<file path="src/rtl/pipe_regfile_if.sv">
// -----------------------------------------------------------------------------
// pipe_regfile_if
// Bundle of read, issue and write-back signals between the ID stage (master)
// and the pipelined register file (slave).
// -----------------------------------------------------------------------------
interface pipe_regfile_if #(
   parameter int WIDTH  = 16,
   parameter int ADDR_W = 2
);

   // Read ports
   logic [ADDR_W-1:0] rr1;
   logic [ADDR_W-1:0] rr2;
   logic [WIDTH-1:0]  rd1;
   logic [WIDTH-1:0]  rd2;
   logic              busy1;
   logic              busy2;
   logic              stall;

   // Issue port: a producer of issue_wr leaves ID
   logic              issue_valid;
   logic [ADDR_W-1:0] issue_wr;
   logic              issue_ready;

   // Write-back port
   logic              wb_valid;
   logic [ADDR_W-1:0] wb_wr;
   logic [WIDTH-1:0]  wb_wd;
   logic              wb_err;

   // ID stage side
   modport master (
      output rr1, rr2, issue_valid, issue_wr, wb_valid, wb_wr, wb_wd,
      input  rd1, rd2, busy1, busy2, stall, issue_ready, wb_err
   );

   // Register file side
   modport slave (
      input  rr1, rr2, issue_valid, issue_wr, wb_valid, wb_wr, wb_wd,
      output rd1, rd2, busy1, busy2, stall, issue_ready, wb_err
   );

endinterface

</file>
<file path="src/rtl/pipe_regfile.sv">
// -----------------------------------------------------------------------------
// pipe_regfile
// Parametrised register file for the ID stage with a per-register count of
// outstanding producers, so ID can stall on read-after-write hazards.
// Register 0 is hard-wired to zero and never tracked.
//
// Optional feature: define REGFILE_BYPASS_EN to forward write-back data to
// the read ports in the same cycle and release busy when the last pending
// producer retires in that cycle. Without it, readers see the stored value
// only and stall one extra cycle after write-back.
// -----------------------------------------------------------------------------
module pipe_regfile #(
   parameter int WIDTH  = 16,
   parameter int ADDR_W = 2,
   parameter int PEND_W = 2
) (
   input  logic           clock,
   input  logic           reset_n,
   pipe_regfile_if.slave  bus
);

   localparam int                NREGS   = 1 << ADDR_W;
   localparam logic [ADDR_W-1:0] REG0    = '0;
   localparam logic [PEND_W-1:0] CNT_MAX = '1;
   localparam logic [PEND_W-1:0] CNT_ONE = PEND_W'(1);

   // Architectural state
   logic [WIDTH-1:0]  r_regs [NREGS];
   logic [PEND_W-1:0] r_cnt  [NREGS];
   logic              r_wb_err;

   // Decoded control
   logic              w_wb_live;
   logic              w_issue_ready;
   logic [NREGS-1:0]  w_inc;
   logic [NREGS-1:0]  w_dec;

   // Read port views, index 0 = port 1, index 1 = port 2
   logic [ADDR_W-1:0] w_rr   [2];
   logic [WIDTH-1:0]  w_rd   [2];
   logic              w_busy [2];

   assign w_rr[0] = bus.rr1;
   assign w_rr[1] = bus.rr2;

   // A write-back that actually targets storage (register 0 is discarded)
   assign w_wb_live = bus.wb_valid && (bus.wb_wr != REG0);

   // Issue may proceed unless the destination counter would overflow
   assign w_issue_ready = (bus.issue_wr == REG0) || (r_cnt[bus.issue_wr] != CNT_MAX);

   // Per-register increment/decrement requests for the pending counters
   always_comb begin
      // NOTE: every output gets a default first so no path leaves it unassigned (no latch).
      w_inc = '0;
      w_dec = '0;
      for (int i = 1; i < NREGS; i++) begin
         w_inc[i] = bus.issue_valid && w_issue_ready && (bus.issue_wr == ADDR_W'(i));
         w_dec[i] = bus.wb_valid && (bus.wb_wr == ADDR_W'(i)) && (r_cnt[i] != '0);
      end
   end

   // Read data and busy for both ports, with optional write-back forwarding
   always_comb begin
      for (int p = 0; p < 2; p++) begin
         w_rd[p]   = '0;
         w_busy[p] = 1'b0;
         if (w_rr[p] != REG0) begin
            w_rd[p]   = r_regs[w_rr[p]];
            w_busy[p] = (r_cnt[w_rr[p]] != '0);
`ifdef REGFILE_BYPASS_EN
            if (bus.wb_valid && (bus.wb_wr == w_rr[p])) begin
               w_rd[p] = bus.wb_wd;
               // The retiring producer is the last one: its data is the forwarded value
               if (r_cnt[w_rr[p]] == CNT_ONE) begin
                  w_busy[p] = 1'b0;
               end
            end
`endif
         end
      end
   end

   // Storage update: write-back lands in its register, register 0 stays zero
   always_ff @(posedge clock or negedge reset_n) begin
      if (!reset_n) begin
         // NOTE: the array is reset because all registers must read 0 after reset;
         // this forces flops rather than a RAM macro, which is fine at this size.
         for (int i = 0; i < NREGS; i++) begin
            r_regs[i] <= '0;
         end
      end else if (w_wb_live) begin
         // NOTE: sequential state uses non-blocking assignment so all flops update together.
         r_regs[bus.wb_wr] <= bus.wb_wd;
      end
   end

   // Pending counters: issue adds a producer, write-back retires one; both cancel
   always_ff @(posedge clock or negedge reset_n) begin
      if (!reset_n) begin
         for (int i = 0; i < NREGS; i++) begin
            r_cnt[i] <= '0;
         end
      end else begin
         for (int i = 1; i < NREGS; i++) begin
            case ({w_inc[i], w_dec[i]})
               2'b10:   r_cnt[i] <= r_cnt[i] + CNT_ONE;
               2'b01:   r_cnt[i] <= r_cnt[i] - CNT_ONE;
               default: r_cnt[i] <= r_cnt[i];
            endcase
         end
      end
   end

   // Sticky error: write-back to a real register with no producer outstanding
   always_ff @(posedge clock or negedge reset_n) begin
      if (!reset_n) begin
         r_wb_err <= 1'b0;
      end else if (w_wb_live && (r_cnt[bus.wb_wr] == '0)) begin
         r_wb_err <= 1'b1;
      end
   end

   assign bus.rd1         = w_rd[0];
   assign bus.rd2         = w_rd[1];
   assign bus.busy1       = w_busy[0];
   assign bus.busy2       = w_busy[1];
   assign bus.stall       = w_busy[0] | w_busy[1];
   assign bus.issue_ready = w_issue_ready;
   assign bus.wb_err      = r_wb_err;

endmodule

</file>
<file path="src/flat_wrapper.sv">
// flat-port wrapper written by rule: the top's interface ports become plain ports
module pipe_regfile_flat 
#(
   parameter int WIDTH  = 16,
   parameter int ADDR_W = 2,
   parameter int PEND_W = 2
)
  (clock, reset_n, bus_rr1, bus_rr2, bus_issue_valid, bus_issue_wr, bus_wb_valid, bus_wb_wr, bus_wb_wd, bus_rd1, bus_rd2, bus_busy1, bus_busy2, bus_stall, bus_issue_ready, bus_wb_err);
  pipe_regfile_if #(.WIDTH(WIDTH), .ADDR_W(ADDR_W)) bus_i ();
  input  logic clock;
  input  logic reset_n;
  input wire logic [$bits(bus_i.rr1)-1:0] bus_rr1;
  input wire logic [$bits(bus_i.rr2)-1:0] bus_rr2;
  input wire logic [$bits(bus_i.issue_valid)-1:0] bus_issue_valid;
  input wire logic [$bits(bus_i.issue_wr)-1:0] bus_issue_wr;
  input wire logic [$bits(bus_i.wb_valid)-1:0] bus_wb_valid;
  input wire logic [$bits(bus_i.wb_wr)-1:0] bus_wb_wr;
  input wire logic [$bits(bus_i.wb_wd)-1:0] bus_wb_wd;
  output wire logic [$bits(bus_i.rd1)-1:0] bus_rd1;
  output wire logic [$bits(bus_i.rd2)-1:0] bus_rd2;
  output wire logic [$bits(bus_i.busy1)-1:0] bus_busy1;
  output wire logic [$bits(bus_i.busy2)-1:0] bus_busy2;
  output wire logic [$bits(bus_i.stall)-1:0] bus_stall;
  output wire logic [$bits(bus_i.issue_ready)-1:0] bus_issue_ready;
  output wire logic [$bits(bus_i.wb_err)-1:0] bus_wb_err;
  assign bus_i.rr1 = bus_rr1;
  assign bus_i.rr2 = bus_rr2;
  assign bus_i.issue_valid = bus_issue_valid;
  assign bus_i.issue_wr = bus_issue_wr;
  assign bus_i.wb_valid = bus_wb_valid;
  assign bus_i.wb_wr = bus_wb_wr;
  assign bus_i.wb_wd = bus_wb_wd;
  assign bus_rd1 = bus_i.rd1;
  assign bus_rd2 = bus_i.rd2;
  assign bus_busy1 = bus_i.busy1;
  assign bus_busy2 = bus_i.busy2;
  assign bus_stall = bus_i.stall;
  assign bus_issue_ready = bus_i.issue_ready;
  assign bus_wb_err = bus_i.wb_err;
  pipe_regfile #(.WIDTH(WIDTH), .ADDR_W(ADDR_W), .PEND_W(PEND_W)) u_core (.clock(clock), .reset_n(reset_n), .bus(bus_i));
endmodule
</file>
<file path="config.mk">
export PLATFORM = sky130hd
export DESIGN_NAME = pipe_regfile_flat
export DESIGN_NICKNAME = d
export VERILOG_FILES = /design/src/rtl/pipe_regfile_if.sv /design/src/rtl/pipe_regfile.sv /design/src/flat_wrapper.sv
export SDC_FILE = /design/constraint.sdc
export NUM_CORES = 1
export LEC_CHECK = 0
export ABC_AREA = 1
export ABC_CLOCK_PERIOD_IN_PS = 2100
export BUFFER_PORTS_ARGS = -buffer_cell sky130_fd_sc_hd__clkbuf_2
export CORE_MARGIN = 2
export CORE_UTILIZATION = 59
export CTS_BUF_LIST = sky130_fd_sc_hd__clkbuf_8
export DETAILED_ROUTE_END_ITERATION = 10
export PLACE_DENSITY = 0.82
export SETUP_SLACK_MARGIN = 0.4
export SYNTH_ARGS = -nofsm -noshare
export SYNTH_HDL_FRONTEND = slang
export SYNTH_SLANG_ARGS = --single-unit
export TNS_END_PERCENT = 100
</file>
<file path="constraint.sdc">
create_clock -name clock -period 2.1 [get_ports clock]
set_clock_uncertainty 0.15 [all_clocks]
set_input_delay 0.42 -clock clock [delete_from_list [all_inputs] [get_ports clock]]
set_output_delay 0.42 -clock clock [all_outputs]
set_load 0.05 [all_outputs]
</file>
==> results of run 1 <==
[stage by stage]
stage | cell area (um2) | utilization [%] | cells | setup WS, ns
CTS | 6424 | 93.52 | 732 | 0.09962
detailed placement | 4999 | 72.77 | 675 | -0.1384
global placement | 4999 | 72.77 | 675 | -0.09308
floorplan | 4810 | - | 544 | 0.2733
[cell families after synthesis]
kind of cell / after synthesis
fa+ha+maj: 3
buf+inv: 123
flops: 71
xor+xnor: 6
compound gates: 121
simple gates: 220
[routing by layer]
metal	GRT usage, %	GRT overflow
met5	30.52	0
met1	84.69	1
met2	109.2	202
met3	70.90	8
met4	101.9	103
[repair_timing]
| item | 4_1_cts |
|---|---|
| setup buffers | 33 |
| hold buffers | 1 |
| gates resized for setup | 179 |
| hold endpoints to repair | 14 |
| setup endpoints to repair | 39 |
| cloned | 7 |
| pin swaps | 61 |
==> impl_metrics.toml, run 1 <==
[status]
run_status = "aborted with a tool error"
outcome.stop_stage = "global routing (5_1_grt)"
error = "[ERROR GRT-0232] Routing congestion too high. Check the congestion heatmap in the GUI."

[synth]
synthArstFlopShare_pct = 100.0
synth_xor_area_share_pct = 1.246
number_of_distinct_library_cell_variants_in_the_gate_level_netlist_after_synthesis = 22
synthesis.area_per_instance_um2 = 7.756
syn-cell-area_mm2 = 0.004219
netlist_top_cells_area = "sky130_fd_sc_hd__dfrtp_1, sky130_fd_sc_hd__nand2_1, sky130_fd_sc_hd__o21ai_2, sky130_fd_sc_hd__inv_1, sky130_fd_sc_hd__nand3_1"
synth_top_family_by_area = "simple AND/OR/NAND/NOR gates"
post-synth-top-area-fraction_pct = 42.11
yosys_warnings = 2
mappedNetlistNets = 575
synth_enable_flop_cells = 0
synth_compound_gate_area_share_pct = 19.72
yosysMostFrequentCell = "sky130_fd_sc_hd__nand2_1"
synth_sequential_area_ratio_pct = 42.11
synth_simple_gate_area_share_pct = 21.74
synth_top_cell_by_area = "sky130_fd_sc_hd__dfrtp_1"
yosys-mux-area-fraction_pct = 0
synthFlopType = "sky130_fd_sc_hd__dfrtp_1"
cells_after_synthesis = 544
flops_latches_synth = 71
adder_and_majority_cell_fraction_of_the_synthesized_area_pct = 0.8897
synth.cells.most_frequent = "sky130_fd_sc_hd__nand2_1, sky130_fd_sc_hd__dfrtp_1, sky130_fd_sc_hd__inv_1"

[grt]
grt_use_total_pct = 89.67
grt_max_degree = 58
globalRoute.totalOverflow = 314

[cts]
clock-sinks = 71
tritoncts.num_buffers = 9
cts-htree-levels = 3
cts.path.max_buffers = 2
cts.root.buffer_cell = "sky130_fd_sc_hd__clkbuf_8"

[placement]
place.gp.congestion = 0.9330
hpwl_um = 7734
placement.io_buffers = 64

[die]
die_height_um = 88.57
placementRows = 30
initial_core_util_pct = 61.42
io_pins = 65
floorplan.die.width_um = 88.57

[timing]
endpoint_type = "output port"
grt_worst_setup_endpoint = "bus_rd1[13]"
==> inputs of run 2 (changes only) <==
CORE_UTILIZATION = 40   (was 59)
CTS_BUF_LIST = default   (was sky130_fd_sc_hd__clkbuf_8)
PLACE_DENSITY = default   (was 0.82)
PLACE_DENSITY_LB_ADDON = 0.15   (was default)
SETUP_SLACK_MARGIN = default   (was 0.4)
==> impl_metrics.toml, run 2 <==
[synth]
adder_and_majority_cell_fraction_of_the_synthesized_area_pct = 0.8897
cells_after_synthesis = 544
synth_top_family_by_area = "simple AND/OR/NAND/NOR gates"
post-synth-top-area-fraction_pct = 42.11
synth_sequential_area_ratio_pct = 42.11
synth_enable_flop_cells = 0
number_of_distinct_library_cell_variants_in_the_gate_level_netlist_after_synthesis = 22
yosys-mux-area-fraction_pct = 0
netlist_top_cells_area = "sky130_fd_sc_hd__dfrtp_1, sky130_fd_sc_hd__nand2_1, sky130_fd_sc_hd__o21ai_2, sky130_fd_sc_hd__inv_1, sky130_fd_sc_hd__nand3_1"
synth_simple_gate_area_share_pct = 21.74
synth.cells.most_frequent = "sky130_fd_sc_hd__nand2_1, sky130_fd_sc_hd__dfrtp_1, sky130_fd_sc_hd__inv_1"
synth_top_cell_by_area = "sky130_fd_sc_hd__dfrtp_1"
synthFlopType = "sky130_fd_sc_hd__dfrtp_1"
mappedNetlistNets = 575
flops_latches_synth = 71
synth_compound_gate_area_share_pct = 19.72
synthArstFlopShare_pct = 100.0
yosys_warnings = 2
syn-cell-area_mm2 = 0.004219
synthesis.area_per_instance_um2 = 7.756
yosysMostFrequentCell = "sky130_fd_sc_hd__nand2_1"
synth_xor_area_share_pct = 1.246

[placement]
placement.cell_area_mm2 = 0.004721
hpwl_um = 7522
place.gp.congestion = 0.8113
placement.io_buffers = 64
dpl.cell_count = 712

[finish]
n_fill_cell = 1051
antennaDiodeCount = 0
post_layout_nonfiller_instances = 733
fin_area_mm2 = 0.005010
finish.net_count = 623
final_layout_size_suffix_gt1_share_pct = 32.50
commonest_non_fill_non_tap_cells_in_the_layout = "sky130_fd_sc_hd__nand2_1, sky130_fd_sc_hd__inv_1, sky130_fd_sc_hd__dfrtp_1"
number_of_flip_flops_in_the_largest_register = 64
area_delta_synth_final_pct = 18.74
registers.top_by_ff_count = "u_core.r_regs"
layout.cells.most_common = "sky130_fd_sc_hd__nand2_1"

[worst_setup_path]
cp.required_ns = 1.53
worstSetupStartpointType = "flip-flop"
worstPathMaxFanout = 4
timing.critical_path.arrival_ns = 1.47
setup.worst_path.end_class = "output pin"
crit_type = "reg -> out"

[timing]
worst_slew_pin_slew_ns = 0.4362
finalSetupViolations = 0
fmaxAchievable_mhz = 489.7
rsz0062_at_grt = "yes"
finalCritPeriodShare_pct = 97.24
timing.hold.ws_ns = 0.2009
timing.final.max_slew_violations = 0
setup-tns-final_ns = 0
worst_slew_margin_rel_pct = 70.92
final_hold_violation_count = 0
period_minus_slack_ns = 2.042

[die]
die-area_mm2 = 0.01138
core_region_area_mm2 = 0.01028
placementRows = 37
die_height_um = 106.7
io_pins = 65
floorplan.die.width_um = 106.7
initial_core_util_pct = 41.05

[cts]
clock-sinks = 71
cts-htree-levels = 3
clock_insertion_delay_at_the_later_pin_of_the_skew_report_ns = 0.36
cts.root.buffer_cell = "sky130_fd_sc_hd__clkbuf_8"
path_clk_slew_ns = 0.08
clock_tree_from_tritoncts = "built"
tritoncts.num_buffers = 9
cts.path.max_buffers = 2

[run]
maxCapViolations = 0

[detailed_routing]
avgViaCountPerCell = 4.935
postRouteAntennaNets = 0
wl_per_cell_um = 14.25
num_vias = 3617
drt_pass1_iterations = 5
drt-total-wl_um = 10450
remaining_drc_errors = 0
detailedRoute.firstIterationViolations = 219

[grt]
globalRoute.totalOverflow = 0
grt_use_total_pct = 19.38
grt_max_degree = 72
grt_first_pass_wirelength_um = 17260
antenna_violations_before_repair = 0
first_global_vias = 3401

[power_and_ir_drop]
post-layout-total-power_mw = 4.504
cellPowerDensity_mw_per_mm2 = 899.0
worst_ir_drop_vdd_mv = 0.6176
leakagePower_nw = 2.491

[status]
run_status = "finished, final reports clean"

[worst_hold_path]
hold_path_class = "in -> reg"
-- run 2: where the power goes --
part | total [mW] | switching (mW) | internal, mW | leakage, nW
sequential | 1.79 | 0.212 | 1.58 | 0.899
combinational | 1.57 | 0.996 | 0.573 | 1.50
clock | 1.14 | 0.559 | 0.584 | 0.0912
total | 4.50 | 1.77 | 2.74 | 2.49
-- run 2: worst max-delay path, cell delays in order (launching register included) --
cell,delay (ns)
sky130_fd_sc_hd__dfrtp_1,0.47
sky130_fd_sc_hd__nor2_4,0.07
sky130_fd_sc_hd__o21ai_0,0.20
sky130_fd_sc_hd__nand3_2,0.12
sky130_fd_sc_hd__inv_1,0.11
sky130_fd_sc_hd__buf_12,0.14
-- run 2: per-layer routing --
metal | vias to the layer above | GRT usage [%] | wire (um) | part of all wire (%)
met5 | - | 0 | 0 | 0
met4 | 0 | 8.071 | 165 | 1.6
met3 | 12 | 3.343 | 583 | 5.6
met2 | 123 | 26.02 | 4176 | 40
met1 | 1635 | 30.24 | 5519 | 53
li1 | 1847 | - | - | -
-- run 2: path summary, 6_finish.rpt --
check	startpoint	end	slack (ns)	cells past startpoint
worst min register to register	u_core.r_regs[55]	u_core.r_regs[55]	0.23	0
worst min-delay path	bus_wb_wd[9]	u_core.r_regs[25]	0.20	3
max in group asynchronous	reset_n	u_core.r_cnt[4]	1.02	3
min in group asynchronous	reset_n	u_core.bus.wb_err	0.46	3
worst max register to register	u_core.r_cnt[3]	u_core.r_cnt[3]	0.32	8
worst max-delay path	u_core.r_cnt[3]	bus_busy1	0.06	5
-- run 2: area by class of cell --
class                   instances  area, um2  area share (%)
multi-input cells             350       1994           39.81
inverters                      76      287.8           5.744
clock inverters                 6      68.82           1.374
clock buffers                  10      137.6           2.747
well taps                     136      170.2           3.397
repair buffers                 84      570.5           11.39
flip-flops and latches         71       1780           35.54
-- run 2: logic make-up after synthesis --
group / Yosys count
flip-flops: 71
AO/OA/AOI/OAI: 121
buffers and inverters: 123
AND/OR/NAND/NOR: 220
XOR/XNOR: 6
adder cells (fa/ha/maj): 3
-- run 2: repair_timing --
action                                 CTS  global route
pin swaps                                1             5
setup buffers                            0             4
setup endpoints to repair                3             6
resized for setup                        6            13
endpoints found under the hold margin   71             0
hold buffers                             1             0
-- run 2: metrics by stage --
step                      utilization [%]  setup slack [ns]
after floorplan                         -            0.1095
after global placement              45.93           0.06842
after detailed placement            45.93           0.06891
after CTS                           48.26          0.005352
after global routing                48.75          -0.04772
final                               48.75           0.05794
Power figures use the tool's default switching activity.
==> inputs of run 3 (changes only) <==
ABC_CLOCK_PERIOD_IN_PS = 1950   (was 2100)
REMOVE_ABC_BUFFERS = 1   (was default)
clock period = 1.95 ns   (was 2.1 ns; I/O delays follow)
==> impl_metrics.toml, run 3 (same netlist as run 2, synthesis figures left out) <==
[detailed_routing]
postRouteAntennaNets = 0
avgViaCountPerCell = 5.055
detailedRoute.firstIterationViolations = 218
num_vias = 3776
wl_per_cell_um = 14.61
drt-total-wl_um = 10910
drt_pass1_iterations = 5
remaining_drc_errors = 0

[status]
run_status = "finished, final reports clean"

[worst_setup_path]
timing.critical_path.arrival_ns = 1.40
worstPathMaxFanout = 3
setup.worst_path.start = "u_core.r_cnt[1]"
cp.required_ns = 1.41
setup.worst_path.end_class = "output pin"
crit-reg2reg-launch = "u_core.r_cnt[3]"
worstSetupStartpointType = "flip-flop"
crit_type = "reg -> out"

[finish]
area_delta_synth_final_pct = 33.10
finish.net_count = 637
area_used_by_multi_input_combinational_logic_mm2 = 0.001976
final_layout_size_suffix_gt1_share_pct = 33.39
antennaDiodeCount = 0
registers.top_by_ff_count = "u_core.r_regs"
layout.area.seq_mm2 = 0.001783
commonest_non_fill_non_tap_cells_in_the_layout = "sky130_fd_sc_hd__nand2_1, sky130_fd_sc_hd__inv_1, sky130_fd_sc_hd__dfrtp_1"
number_of_flip_flops_in_the_largest_register = 64
n_fill_cell = 959
layout.cells.most_common = "sky130_fd_sc_hd__nand2_1"
post-route-util_pct = 54.64

[timing]
finalSetupViolations = 0
timing.final.ws_setup_ns = 0.01352
finalCritPeriodShare_pct = 99.31
timing.final.max_slew_violations = 0
final_hold_violation_count = 0
worst_slew_margin_rel_pct = 68.49
timing.hold.ws_ns = 0.1842
worst_slew_pin_slew_ns = 0.4727
period_minus_slack_ns = 1.936
rsz0062_at_grt = "yes"
fmaxAchievable_mhz = 516.4

[grt]
grt_first_pass_wirelength_um = 18330
antenna_violations_before_repair = 0
first_global_vias = 3789
grt_use_total_pct = 20.09
grt_max_degree = 72
globalRoute.totalOverflow = 0

[cts]
path_clk_slew_ns = 0.08
cts-htree-levels = 3
tritoncts.num_buffers = 9
clock-sinks = 71
cts.root.buffer_cell = "sky130_fd_sc_hd__clkbuf_8"
cts.path.max_buffers = 2
clock_tree_from_tritoncts = "built"
clock_insertion_delay_at_the_later_pin_of_the_skew_report_ns = 0.34

[die]
initial_core_util_pct = 41.05
io_pins = 65
die_height_um = 106.7
die-area_mm2 = 0.01138
floorplan.die.width_um = 106.7
placementRows = 37
core_region_area_mm2 = 0.01028

[placement]
placement.io_buffers = 64
hpwl_um = 7343
preCtsSetupSlack_ns = -0.09419
place.gp.congestion = 0.7981

[power_and_ir_drop]
cellPowerDensity_mw_per_mm2 = 905.5
worst_ir_drop_vdd_mv = 0.4646
leakagePower_nw = 2.722

[worst_hold_path]
hold_path_class = "in -> reg"
worstHoldStart = "bus_wb_wd[7]"

[run]
maxCapViolations = 0
## run 3: changes by cell type in the layout (fill, tap and decap cells not counted), moves of 4 or more
cell / before / now
sky130_fd_sc_hd__clkinv_2: 0 / 4
sky130_fd_sc_hd__buf_4: 15 / 26
sky130_fd_sc_hd__buf_12: 7 / 42
sky130_fd_sc_hd__a21oi_2: 32 / 25
sky130_fd_sc_hd__clkinvlp_4: 4 / 0
sky130_fd_sc_hd__clkbuf_2: 58 / 25
sky130_fd_sc_hd__a21oi_1: 3 / 10
## run 3: stage by stage
| stage | power, mW | instances | TNS [ns] | cell area (um2) |
|---|---|---|---|---|
| finish | 5.085 | 747 | 0 | 5615 |
| CTS | 5.025 | 742 | -0.03034 | 5468 |
| global route | 5.372 | 747 | -0.1018 | 5615 |
| floorplan | 2.904 | 497 | -0.5032 | 3902 |
| detailed placement | 3.710 | 721 | -0.8128 | 5186 |
| global placement | 3.670 | 721 | -0.4135 | 5186 |
## run 3: metal layers
layer,GRT usage [%],wire (um),up-vias
met5,0,0,-
met4,5.102,115,0
met3,4.924,594,10
met2,32.39,5168,101
met1,27.20,5032,1798
li1,-,-,1867
## run 3: layout make-up
type | instances | share of cell area (%)
inverter | 76 | 5.236
clock buffer | 12 | 2.585
multi-input combinational | 350 | 35.18
sequential | 71 | 31.75
tap | 136 | 3.030
timing repair buffer | 98 | 21.41
clock inverter | 4 | 0.8021
## run 3: critical path, cell delays in order (launching register included)
cell and delay, ns:
sky130_fd_sc_hd__dfrtp_2 0.44, sky130_fd_sc_hd__nor2_4 0.18, sky130_fd_sc_hd__nand3_2 0.09, sky130_fd_sc_hd__nand3_2 0.11
sky130_fd_sc_hd__nand2_1 0.09, sky130_fd_sc_hd__buf_12 0.16
## run 3: final timing paths
path	to	slack, ns	depth (start not counted)
worst max-delay path	bus_stall	0.01	5
worst min register to register	u_core.r_regs[50]	0.23	0
max in group asynchronous	u_core.r_cnt[0]	0.86	3
worst max register to register	u_core.r_cnt[3]	0.21	8
min in group asynchronous	u_core.r_regs[10]	0.45	3
worst min-delay path	u_core.r_regs[39]	0.18	3
## run 3: power by group
| group | total (mW) | switching, mW | internal, mW |
|---|---|---|---|
| logic | 2.02 | 1.11 | 0.908 |
| registers | 1.91 | 0.199 | 1.71 |
| clock network | 1.16 | 0.536 | 0.621 |
## run 3: timing repair
action / in CTS / in global routing
hold buffers: 1 / 0
gates resized for setup: 17 / 41
cloned: 0 / 0
setup endpoints to repair: 29 / 27
endpoints found under the hold margin: 71 / 0
pin swaps: 2 / 7
setup buffers: 4 / 5
==> inputs of run 4 (changes only) <==
RECOVER_POWER = 25   (was default)
==> impl_metrics.toml, run 4 (same netlist as run 2, synthesis figures left out) <==
[placement]
preCtsSetupSlack_ns = -0.09419
hpwl_um = 7343
placement.io_buffers = 64
place.gp.congestion = 0.7981

[cts]
cts.path.max_buffers = 2
cts-htree-levels = 3
clock_tree_from_tritoncts = "built"
tritoncts.num_buffers = 9
cts.root.buffer_cell = "sky130_fd_sc_hd__clkbuf_8"
clock_insertion_delay_at_the_later_pin_of_the_skew_report_ns = 0.34
clock-sinks = 71
path_clk_slew_ns = 0.08

[timing]
finalCritPeriodShare_pct = 99.32
fmaxAchievable_mhz = 516.3
finalSetupViolations = 0
timing.final.ws_setup_ns = 0.01329
timing.final.max_slew_violations = 0
worst_slew_pin_slew_ns = 0.9921
worst_slew_margin_rel_pct = 33.86
final_hold_violation_count = 0
rsz0062_at_grt = "yes"
period_minus_slack_ns = 1.937
timing.hold.ws_ns = 0.1837

[power_and_ir_drop]
leakagePower_nw = 2.717
combinationalPowerShare_pct = 39.7
p_switching_mw = 1.848
worst_ir_drop_vdd_mv = 0.4663
netSwitchingFraction_pct = 36.37
cellPowerDensity_mw_per_mm2 = 907.0
p_int_mw = 3.233
power.share.clock_pct = 22.8
post-layout-total-power_mw = 5.082
p_seq_share_pct = 37.5

[worst_hold_path]
hold_path_class = "in -> reg"

[worst_setup_path]
worstPathMaxFanout = 3
crit-reg2reg-launch = "u_core.r_cnt[3]"
critical-path-max-stage-delay_ns = 0.44
crit_type = "reg -> out"
r2r_cells = 8
worstSetupStartpointType = "flip-flop"
reg2reg_setup_slack_ns = 0.21
setup.worst_path.start = "u_core.r_cnt[1]"
crit_path_cell_chain = "nor2_4 > nand3_2 > nand3_2 > nand2_1 > buf_12"
crit_top_cell = "sky130_fd_sc_hd__nand3_2"
critPathSlowestCell = "sky130_fd_sc_hd__dfrtp_2"
worstReg2RegEnd = "u_core.r_cnt[3]"
timing.critical_path.arrival_ns = 1.40
setup.worst_path.end_class = "output pin"
crit_path_end = "bus_stall"
cp.required_ns = 1.41

[grt]
grt.met3_usage_pct = 4.924
grt_first_pass_wirelength_um = 18330
groute.layer.met2.usage_pct = 32.39
first_global_vias = 3789
gr-max-usage-layer = "met2"
grt_use_total_pct = 20.09
antenna_violations_before_repair = 0
grt_max_degree = 72
globalRoute.totalOverflow = 0
grt_use_met1_pct = 27.20

[finish]
finish.net_count = 637
final_layout_size_suffix_gt1_share_pct = 33.39
area_delta_synth_final_pct = 32.80
commonest_non_fill_non_tap_cells_in_the_layout = "sky130_fd_sc_hd__nand2_1, sky130_fd_sc_hd__inv_1, sky130_fd_sc_hd__dfrtp_1"
n_fill_cell = 961
antennaDiodeCount = 0
number_of_flip_flops_in_the_largest_register = 64
layout.cells.most_common = "sky130_fd_sc_hd__nand2_1"
registers.top_by_ff_count = "u_core.r_regs"

[detailed_routing]
wl_per_cell_um = 14.61
drt_pass1_iterations = 5
remaining_drc_errors = 0
drt-total-wl_um = 10910
num_vias = 3770
detailedRoute.firstIterationViolations = 218
avgViaCountPerCell = 5.047
postRouteAntennaNets = 0

[die]
initial_core_util_pct = 41.05
die_height_um = 106.7
die-area_mm2 = 0.01138
core_region_area_mm2 = 0.01028
floorplan.die.width_um = 106.7
placementRows = 37
io_pins = 65

[status]
run_status = "finished, final reports clean"

[run]
maxCapViolations = 0
-- run 4: repair_timing --
action / CTS / global route
setup endpoints to repair: 29 / 27
hold endpoints to repair: 71 / 0
buffers inserted: 4 / 5
gates resized for setup: 17 / 41
hold buffers: 1 / 0
pin swaps: 2 / 7
gates cloned: 0 / 0
-- run 4: critical path, delay by kind of cell, from the launching register on --
kind                   cells  cell delay [ns]
buffers and inverters      1             0.16
flip-flops                 1             0.44
AND/OR/NAND/NOR            4             0.47
-- run 4: cell type report --
cell class              instances  area [um2]  area share, %
clock buffers                  12       145.1          2.590
inverters                      76       294.0          5.248
multi-input cells             350        1976          35.26
well taps                     136       170.2          3.037
repair buffers                 98        1190          21.24
clock inverters                 4       45.04         0.8039
flip-flops and latches         71        1783          31.82
-- run 4: metrics by stage --
| stage | cell area (um2) | util, % | setup TNS [ns] | instances |
|---|---|---|---|---|
| after detailed placement | 5186 | 50.46 | -0.8128 | 721 |
| final | 5603 | 54.52 | 0 | 747 |
| after global routing | 5603 | 54.52 | -0.1018 | 747 |
| after floorplan | 3902 | - | -0.5032 | 497 |
| after global placement | 5186 | 50.46 | -0.4135 | 721 |
| after CTS | 5468 | 53.20 | -0.03034 | 742 |
-- run 4: how the worst min path moves through the flow --
stage	depth (start not counted)	endpoint	startpoint	slack, ns
floorplan	0	u_core.bus.wb_err	reset_n	-0.06
global placement	0	u_core.r_regs[57]	u_core.r_regs[57]	0.21
detailed placement	0	u_core.r_regs[50]	u_core.r_regs[50]	0.22
CTS	3	u_core.r_regs[39]	bus_wb_wd[7]	0.17
global route	3	u_core.r_regs[20]	bus_wb_wd[4]	0.18
finish	3	u_core.r_regs[39]	bus_wb_wd[7]	0.18
-- run 4: metal layers --
metal / up-vias / wire (um)
li1: 1867 / -
met1: 1791 / 5041
met2: 102 / 5155
met3: 10 / 600
met4: 0 / 115
met5: - / 0
-- run 4: power by group through the flow --
stage	logic (mW)	clock network (mW)	registers, mW
after CTS	1.92	1.20	1.90
after detailed placement	1.80	0	1.91
final	2.02	1.16	1.91
after global placement	1.77	0	1.90
after floorplan	1.05	0	1.86
after global routing	2.18	1.25	1.93
